<file path="src/rtl/bin_window_gen.sv">
// Streaming KxK binary receptive-field generator: K-1 line buffers plus a KxK shift window, valid/ready on both sides.
// Optional macro WIN_COORD_EN adds out_row/out_col window top-left coordinate ports.
module bin_window_gen #(
    parameter int IMG_W = 32,
    parameter int IMG_H = 32,
    parameter int K     = 5
) (
    input  logic                     clk,
    input  logic                     rst,
    input  logic                     in_valid,
    output logic                     in_ready,
    input  logic                     pix_in,
    output logic                     out_valid,
    input  logic                     out_ready,
    output logic [K*K-1:0]           win_out,
`ifdef WIN_COORD_EN
    output logic [$clog2(IMG_H)-1:0] out_row,
    output logic [$clog2(IMG_W)-1:0] out_col,
`endif
    output logic                     frame_done
);

    localparam int CW = $clog2(IMG_W);
    localparam int RW = $clog2(IMG_H);
    localparam int KK = K * K;
    localparam logic [CW-1:0] COL_LAST = CW'(IMG_W - 1);
    localparam logic [RW-1:0] ROW_LAST = RW'(IMG_H - 1);
    localparam logic [CW-1:0] COL_OFF  = CW'(K - 1);
    localparam logic [RW-1:0] ROW_OFF  = RW'(K - 1);

    logic [CW-1:0]             r_col;
    logic [RW-1:0]             r_row;
    logic [K-2:0][IMG_W-1:0]   r_line;
    logic [KK-1:0]             r_win;
    logic [KK-1:0]             r_win_out;
    logic                      r_out_valid;
    logic                      r_frame_done;
`ifdef WIN_COORD_EN
    logic [RW-1:0]             r_out_row;
    logic [CW-1:0]             r_out_col;
`endif

    logic                      w_accept;
    logic                      w_win_pos;
    logic                      w_last_col;
    logic                      w_last_row;
    logic [K-1:0]              w_colv;
    logic [KK-1:0]             w_win_nxt;

    assign in_ready   = !r_out_valid || out_ready;
    assign w_accept   = in_valid && in_ready;
    assign w_last_col = (r_col == COL_LAST);
    assign w_last_row = (r_row == ROW_LAST);
    assign w_win_pos  = (r_row >= ROW_OFF) && (r_col >= COL_OFF);

    // Column entering the window: oldest line buffer feeds the top row, the live pixel the bottom row.
    always_comb begin
        w_colv = '0;
        for (int r = 0; r < K - 1; r++) begin
            w_colv[r] = r_line[K-2-r][r_col];
        end
        w_colv[K-1] = pix_in;
    end

    always_comb begin
        w_win_nxt = '0;
        for (int r = 0; r < K; r++) begin
            for (int c = 0; c < K - 1; c++) begin
                w_win_nxt[r*K+c] = r_win[r*K+c+1];
            end
            w_win_nxt[r*K+K-1] = w_colv[r];
        end
    end

    // Datapath storage is never cleared; every bit is rewritten before a window is first emitted.
    always_ff @(posedge clk) begin
        if (w_accept) begin
            r_win <= w_win_nxt;
            for (int i = 0; i < K - 1; i++) begin
                r_line[i][r_col] <= (i == 0) ? pix_in : r_line[(i == 0) ? 0 : i-1][r_col];
            end
        end
    end

    always_ff @(posedge clk) begin
        if (rst) begin
            r_col        <= '0;
            r_row        <= '0;
            r_out_valid  <= 1'b0;
            r_win_out    <= '0;
            r_frame_done <= 1'b0;
`ifdef WIN_COORD_EN
            r_out_row    <= '0;
            r_out_col    <= '0;
`endif
        end else begin
            r_frame_done <= w_accept && w_last_row && w_last_col;
            if (w_accept) begin
                if (w_last_col) begin
                    r_col <= '0;
                    r_row <= w_last_row ? '0 : r_row + 1'b1;
                end else begin
                    r_col <= r_col + 1'b1;
                end
            end
            // A new window overrides a same-edge consume, so no beat is lost or duplicated.
            if (w_accept && w_win_pos) begin
                r_out_valid <= 1'b1;
                r_win_out   <= w_win_nxt;
`ifdef WIN_COORD_EN
                r_out_row   <= r_row - ROW_OFF;
                r_out_col   <= r_col - COL_OFF;
`endif
            end else if (out_ready) begin
                r_out_valid <= 1'b0;
            end
        end
    end

    assign out_valid  = r_out_valid;
    assign win_out    = r_win_out;
    assign frame_done = r_frame_done;
`ifdef WIN_COORD_EN
    assign out_row    = r_out_row;
    assign out_col    = r_out_col;
`endif

endmodule
</file>
<file path="config.mk">
export PLATFORM = sky130hd
export DESIGN_NAME = bin_window_gen
export DESIGN_NICKNAME = d
export VERILOG_FILES = /design/src/rtl/bin_window_gen.sv
export SDC_FILE = /design/constraint.sdc
export NUM_CORES = 1
export LEC_CHECK = 0
export CORE_MARGIN = 1.5
export CORE_UTILIZATION = 45
export CTS_CLUSTER_SIZE = 24
export DETAILED_ROUTE_END_ITERATION = 8
export SETUP_SLACK_MARGIN = 0.02
export SYNTH_ARGS = -nofsm -noshare
export SYNTH_HDL_FRONTEND = slang
export SYNTH_SLANG_ARGS = --single-unit
</file>
<file path="constraint.sdc">
create_clock -name clk -period 3 [get_ports clk]
set_clock_uncertainty 0.05 [all_clocks]
set_input_delay 0.9 -clock clk [delete_from_list [all_inputs] [get_ports clk]]
set_output_delay 0.9 -clock clk [all_outputs]
set_load 0.05 [all_outputs]
</file>
* After elaboration in Yosys (flattened, before gate mapping)
Index checks and enable logic that the tools add are counted.
Word-level totals: register bits after elaboration 190, logic and storage cells 46
Operators by class: add/sub/neg operators 2, magnitude comparators 4, eq/ne operators 2, multiplexer cells 18, reduce and logical (&&, ||, !) cells 10
Operators by type and width (count):
- bitwise mux 32 bit | 4
- binary-select mux 1 bit (select 5 bit) | 4
- adder 5 x 1 -> 5 bit, second input constant | 2
- == test 5 bit, second input constant | 2
- greater-or-equal comparator 5 x 3 -> 1 bit, second input constant | 2
- two-way mux 5 bit | 2
- two-way mux 1 bit | 7
- logical AND 1 bit | 6
- less-than comparator 5 x 6 -> 1 bit, second input constant | 1
- demux 1 bit (select 5 bit) | 1
- greater-or-equal comparator 5 x 1 -> 1 bit, second input constant | 1
- AND reduction 2 bit | 1
- nonzero test 2 bit | 1
- logical NOT 1 bit | 1
- logical OR 1 bit | 1

* Logic depth before layout (Yosys ltp)
Gate-level depths: netlist of the first run.
word-level depth 5, gate-level depth with buffers 9

* Worst setup path before layout of the first run
Ideal clock, no wire load.
path kind input to register, start input out_ready, end register r_line[108] (netlist bit), enable pin, setup time 361 ps, arrival time 2659 ps, data required time 2589 ps, path slack -70 ps, stages 6, cell sequence nand2b_1 > buf_2 > nand2_1 > inv_1 > nand2_1 > nor3_1
Between the ends: cells in the longest elaborated chain, start to end 2
RTL lines:
- start, declared | RTL line 14 | input logic out_ready,
- logical OR 1 bit | RTL line 50 | assign in_ready = !r_out_valid || out_ready;
- named net in_ready | RTL line 11 | output logic in_ready,
- logical AND 1 bit | RTL line 51 | assign w_accept = in_valid && in_ready;
- named net w_accept | RTL line 43 | logic w_accept;
- end signal, assigned by index | RTL line 80 | r_line[i][r_col] <= (i == 0) ? pix_in : r_line[(i == 0) ? 0 : i-1][r_col];
- end, declared | RTL line 33 | logic [K-2:0][IMG_W-1:0] r_line;
The timed path passes the listed nets, and every way through them passes these cells. A chain may end at the register's enable or synchronous reset.

* Worst setup path after layout of the first run
start register r_col[2], end register r_line[48] (netlist bit), data pin
RTL lines:
- start, declared | RTL line 31 | logic [CW-1:0] r_col;
- start signal, assigned | RTL line 103 | r_col <= r_col + 1'b1;
- binary-select mux 1 bit (select 5 bit)
- two-way mux 1 bit
- named net w_colv[3] | RTL line 47 | logic [K-1:0] w_colv;
- bitwise mux 32 bit | RTL line 80
The timed path passes the listed nets, and every way through them passes these cells. The select of a mux whose other input is x is not followed.

==> results of run 1 <==
==> power by group through the flow <==
stage	Combinational, mW	Sequential, mW	Clock, mW
final	0.253	2.87	2.12
after global routing	0.271	2.87	2.27
after CTS	0.256	2.87	2.16
after detailed placement	0.255	2.93	0
after global placement	0.255	2.93	0
after floorplan	0.149	2.91	0
==> final timing paths <==
path                                 from          to  slack [ns]
worst max-delay path             r_col[2]  r_line[48]        0.21
worst min-delay path            r_win[17]   r_win[16]        0.40
worst max register to register   r_col[2]  r_line[48]        0.21
worst min register to register  r_win[17]   r_win[16]        0.40
==> state kept, by name, indices dropped and copies added, names as in the netlist <==
signal      count
win_out        25
r_row           5
frame_done      1
r_col           5
out_valid       1
r_win          20
r_line        128
==> through the flow <==
stage	cell area, um2	cells	hold slack [ns]
after detailed placement	8070	767	0.384
after CTS	8640	799	0.398
after global routing	8640	799	0.404
after floorplan	7300	511	0.376
final	8640	799	0.400
after global placement	8070	767	0.378
==> Yosys cell counts <==
cell	n	area (um2)
o21ai_0	3	15.0
nand3_1	6	30.0
or4b_1	2	20.0
or4_1	2	15.0
and4_1	1	8.76
nand4bb_1	4	45.0
xor2_1	1	8.76
and3_1	2	12.5
o22ai_1	32	200
ha_1	8	100
inv_1	5	18.8
or3_1	4	25.0
a31oi_1	2	12.5
or4bb_1	2	22.5
dfxtp_1	37	741
buf_2	17	85.1
edfxtp_1	148	4440
buf_1	1	3.75
or4b_4	2	27.5
a311oi_1	3	26.3
a21oi_1	31	155
a311oi_2	1	15.0
nor2_1	34	128
mux2i_1	64	641
nand2b_1	1	6.26
nor3b_1	2	15.0
or4b_2	1	10.0
buf_4	1	7.51
or4_4	1	11.3
nand4b_1	4	35.0
buf_6	3	33.8
nand2_1	59	221
nor4_1	8	50.1
or3b_2	3	26.3
nand3b_1	3	22.5
nand4_1	2	12.5
clkbuf_1	7	26.3
nor3_1	4	20.0
==> cell families after synthesis <==
logic type	Yosys count	synth area share, %
AND/OR/NAND/NOR	147	10.5
flip-flops	185	71.0
adder cells (fa/ha/maj)	8	1.37
XOR/XNOR	1	0.120
AO/OA/AOI/OAI	72	5.81
buffers and inverters	34	2.40
multiplexers	64	8.78
==> per-layer routing <==
metal  up-vias  track usage, %
met1      2156            26.1
met4         0            5.17
li1       2067               -
met3        11            4.88
met5         -               0
met2       131            32.6
==> layout by cell type, fill, tap and decap left out, types with 6 or more instances in the layout <==
cell             instances
clkbuf_16               18
dfxtp_1                 36
nand2_1                 59
a21oi_1                 31
ha_1                     8
nor2_1                  34
mux2i_1                 64
o22ai_1                 32
nand3_1                  6
edfxtp_1               148
buf_4                   34
clkdlybuf4s50_1         31
nor4_1                   8
==> final cells by class <==
cell class / count / area [um2]
fill: 1336 / 7250
sequential: 185 / 5190
multi-input combinational: 292 / 1940
timing repair buffer: 69 / 646
clock buffer: 19 / 464
tap: 216 / 270
clock inverter: 13 / 106
inverter: 5 / 22.5
==> impl_metrics.json, run 1 <==
{
  "status": "complete, no violations",
  "cts-root-buf": "clkbuf_16",
  "cp_slowest_stage_delay_ns": 0.87,
  "synth_nets": 524,
  "powerDensity_nw_per_um2": 608,
  "p_int_mw": 4.08,
  "startpoint_type": "flop",
  "tns_ns": 0,
  "end_kind": "flop",
  "insertion_delay_ns": 0.43,
  "crit_cells": 6,
  "wl_met1_um": 7060,
  "crit_top_cell": "buf_4",
  "hold_depth": 0,
  "area_growth_pct": 18.3,
  "report.final.slew_viol_count": 0,
  "p_sw_share_pct": 22.3,
  "ys_seq_elements": 185,
  "maxSlewHeadroom_pct": 40.2,
  "cts_max_level": 4,
  "layout-drive-gt1-share_pct": 13.7,
  "ctsLongestPathBuffers": 2,
  "viasPerCell": 5.46,
  "grt_use_total_pct": 19.7,
  "rows": 46,
  "p_total_mw": 5.25,
  "nNetsFinal": 583,
  "pin_count": 33,
  "cts_buffers": 17,
  "grt_max_degree": 38,
  "grt_pass1_wl_um": 24200,
  "dp_slack_ns": 0.110,
  "routed-wl-met3_um": 771,
  "synth_cells": 511,
  "io_buffers": 32,
  "arrival_ns": 2.87,
  "p_seq_share_pct": 54.7,
  "ir_drop_v": 0.000452,
  "path_clk_slew_ns": 0.07,
  "grt-ovfl-total": 0,
  "diodes": 0,
  "drc": 0,
  "synthDistinctLibCells": 38,
  "fmax_mhz": 359,
  "setup_ws_ns": 0.212,
  "worst_pin_slew_ns": 0.896,
  "cts_setup_buffers": 0,
  "start_util_pct": 45.9,
  "ant_nets": 0,
  "design.die.area_um2": 17000,
  "cp_slowest_cell": "dfxtp_1",
  "avgSynthCellArea_um2": 14.3,
  "rsz0062_at_grt": "false",
  "drt-total-wl_um": 15800,
  "fin_crit_ns": 2.79,
  "place.gp.congestion": 0.821,
  "path_max_fanout": 33,
  "max_cap_viol_count": 0,
  "ys.warnings.count": 0,
  "fp.dieW_um": 130,
  "hold_violations": 0,
  "cp_num_buf_inv": 2,
  "wl_met2_um": 7810,
  "path_delay_family": "simple AND/OR/NAND/NOR gates",
  "clkPwrFrac_pct": 40.5,
  "setup_viol": 0,
  "first_pass_iters": 5,
  "tritoncts": "done",
  "avgRoutedWirePerCell_um": 19.8,
  "fin_crit_sh_pct": 92.9,
  "combPwrFrac_pct": 4.8,
  "crit_type": "reg -> reg",
  "hpwlAfterDp_um": 10200,
  "r2r_cells": 6,
  "p_leak_nw": 2.74,
  "synth_seq_area_share_pct": 71.0,
  "initialDrtViolationCount": 385,
  "die_h_um": 130,
  "fin_util_pct": 54.4,
  "holdBufCountCts": 0,
  "crit_chain": "nand4bb_1, o22ai_1, nor4_1, buf_4, nand2_1, buf_4",
  "cts.sinks": 185,
  "hold_path_class": "reg -> reg",
  "cts_resized": 0,
  "syn_area_um2": 7300,
  "num_vias": 4365,
  "crit_required_ns": 3.08,
  "grt_pass1_vias": 4290,
  "core_area_um2": 15900,
  "highest_layer": "met4",
  "p_sw_mw": 1.17,
  "antenna_found_initial": 0
}
Power figures use the tool's default switching activity.
==> inputs of run 2 (changes only) <==
--- a/config.mk
+++ b/config.mk
@@ -5,6 +5,7 @@
 export SDC_FILE = /design/constraint.sdc
 export NUM_CORES = 1
 export LEC_CHECK = 0
+export CAP_MARGIN = 10
 export CORE_MARGIN = 1.5
 export CORE_UTILIZATION = 45
 export CTS_CLUSTER_SIZE = 24
==> results of run 2 <==
No change in the layout: final DEF, timing and power equal those of run 1.
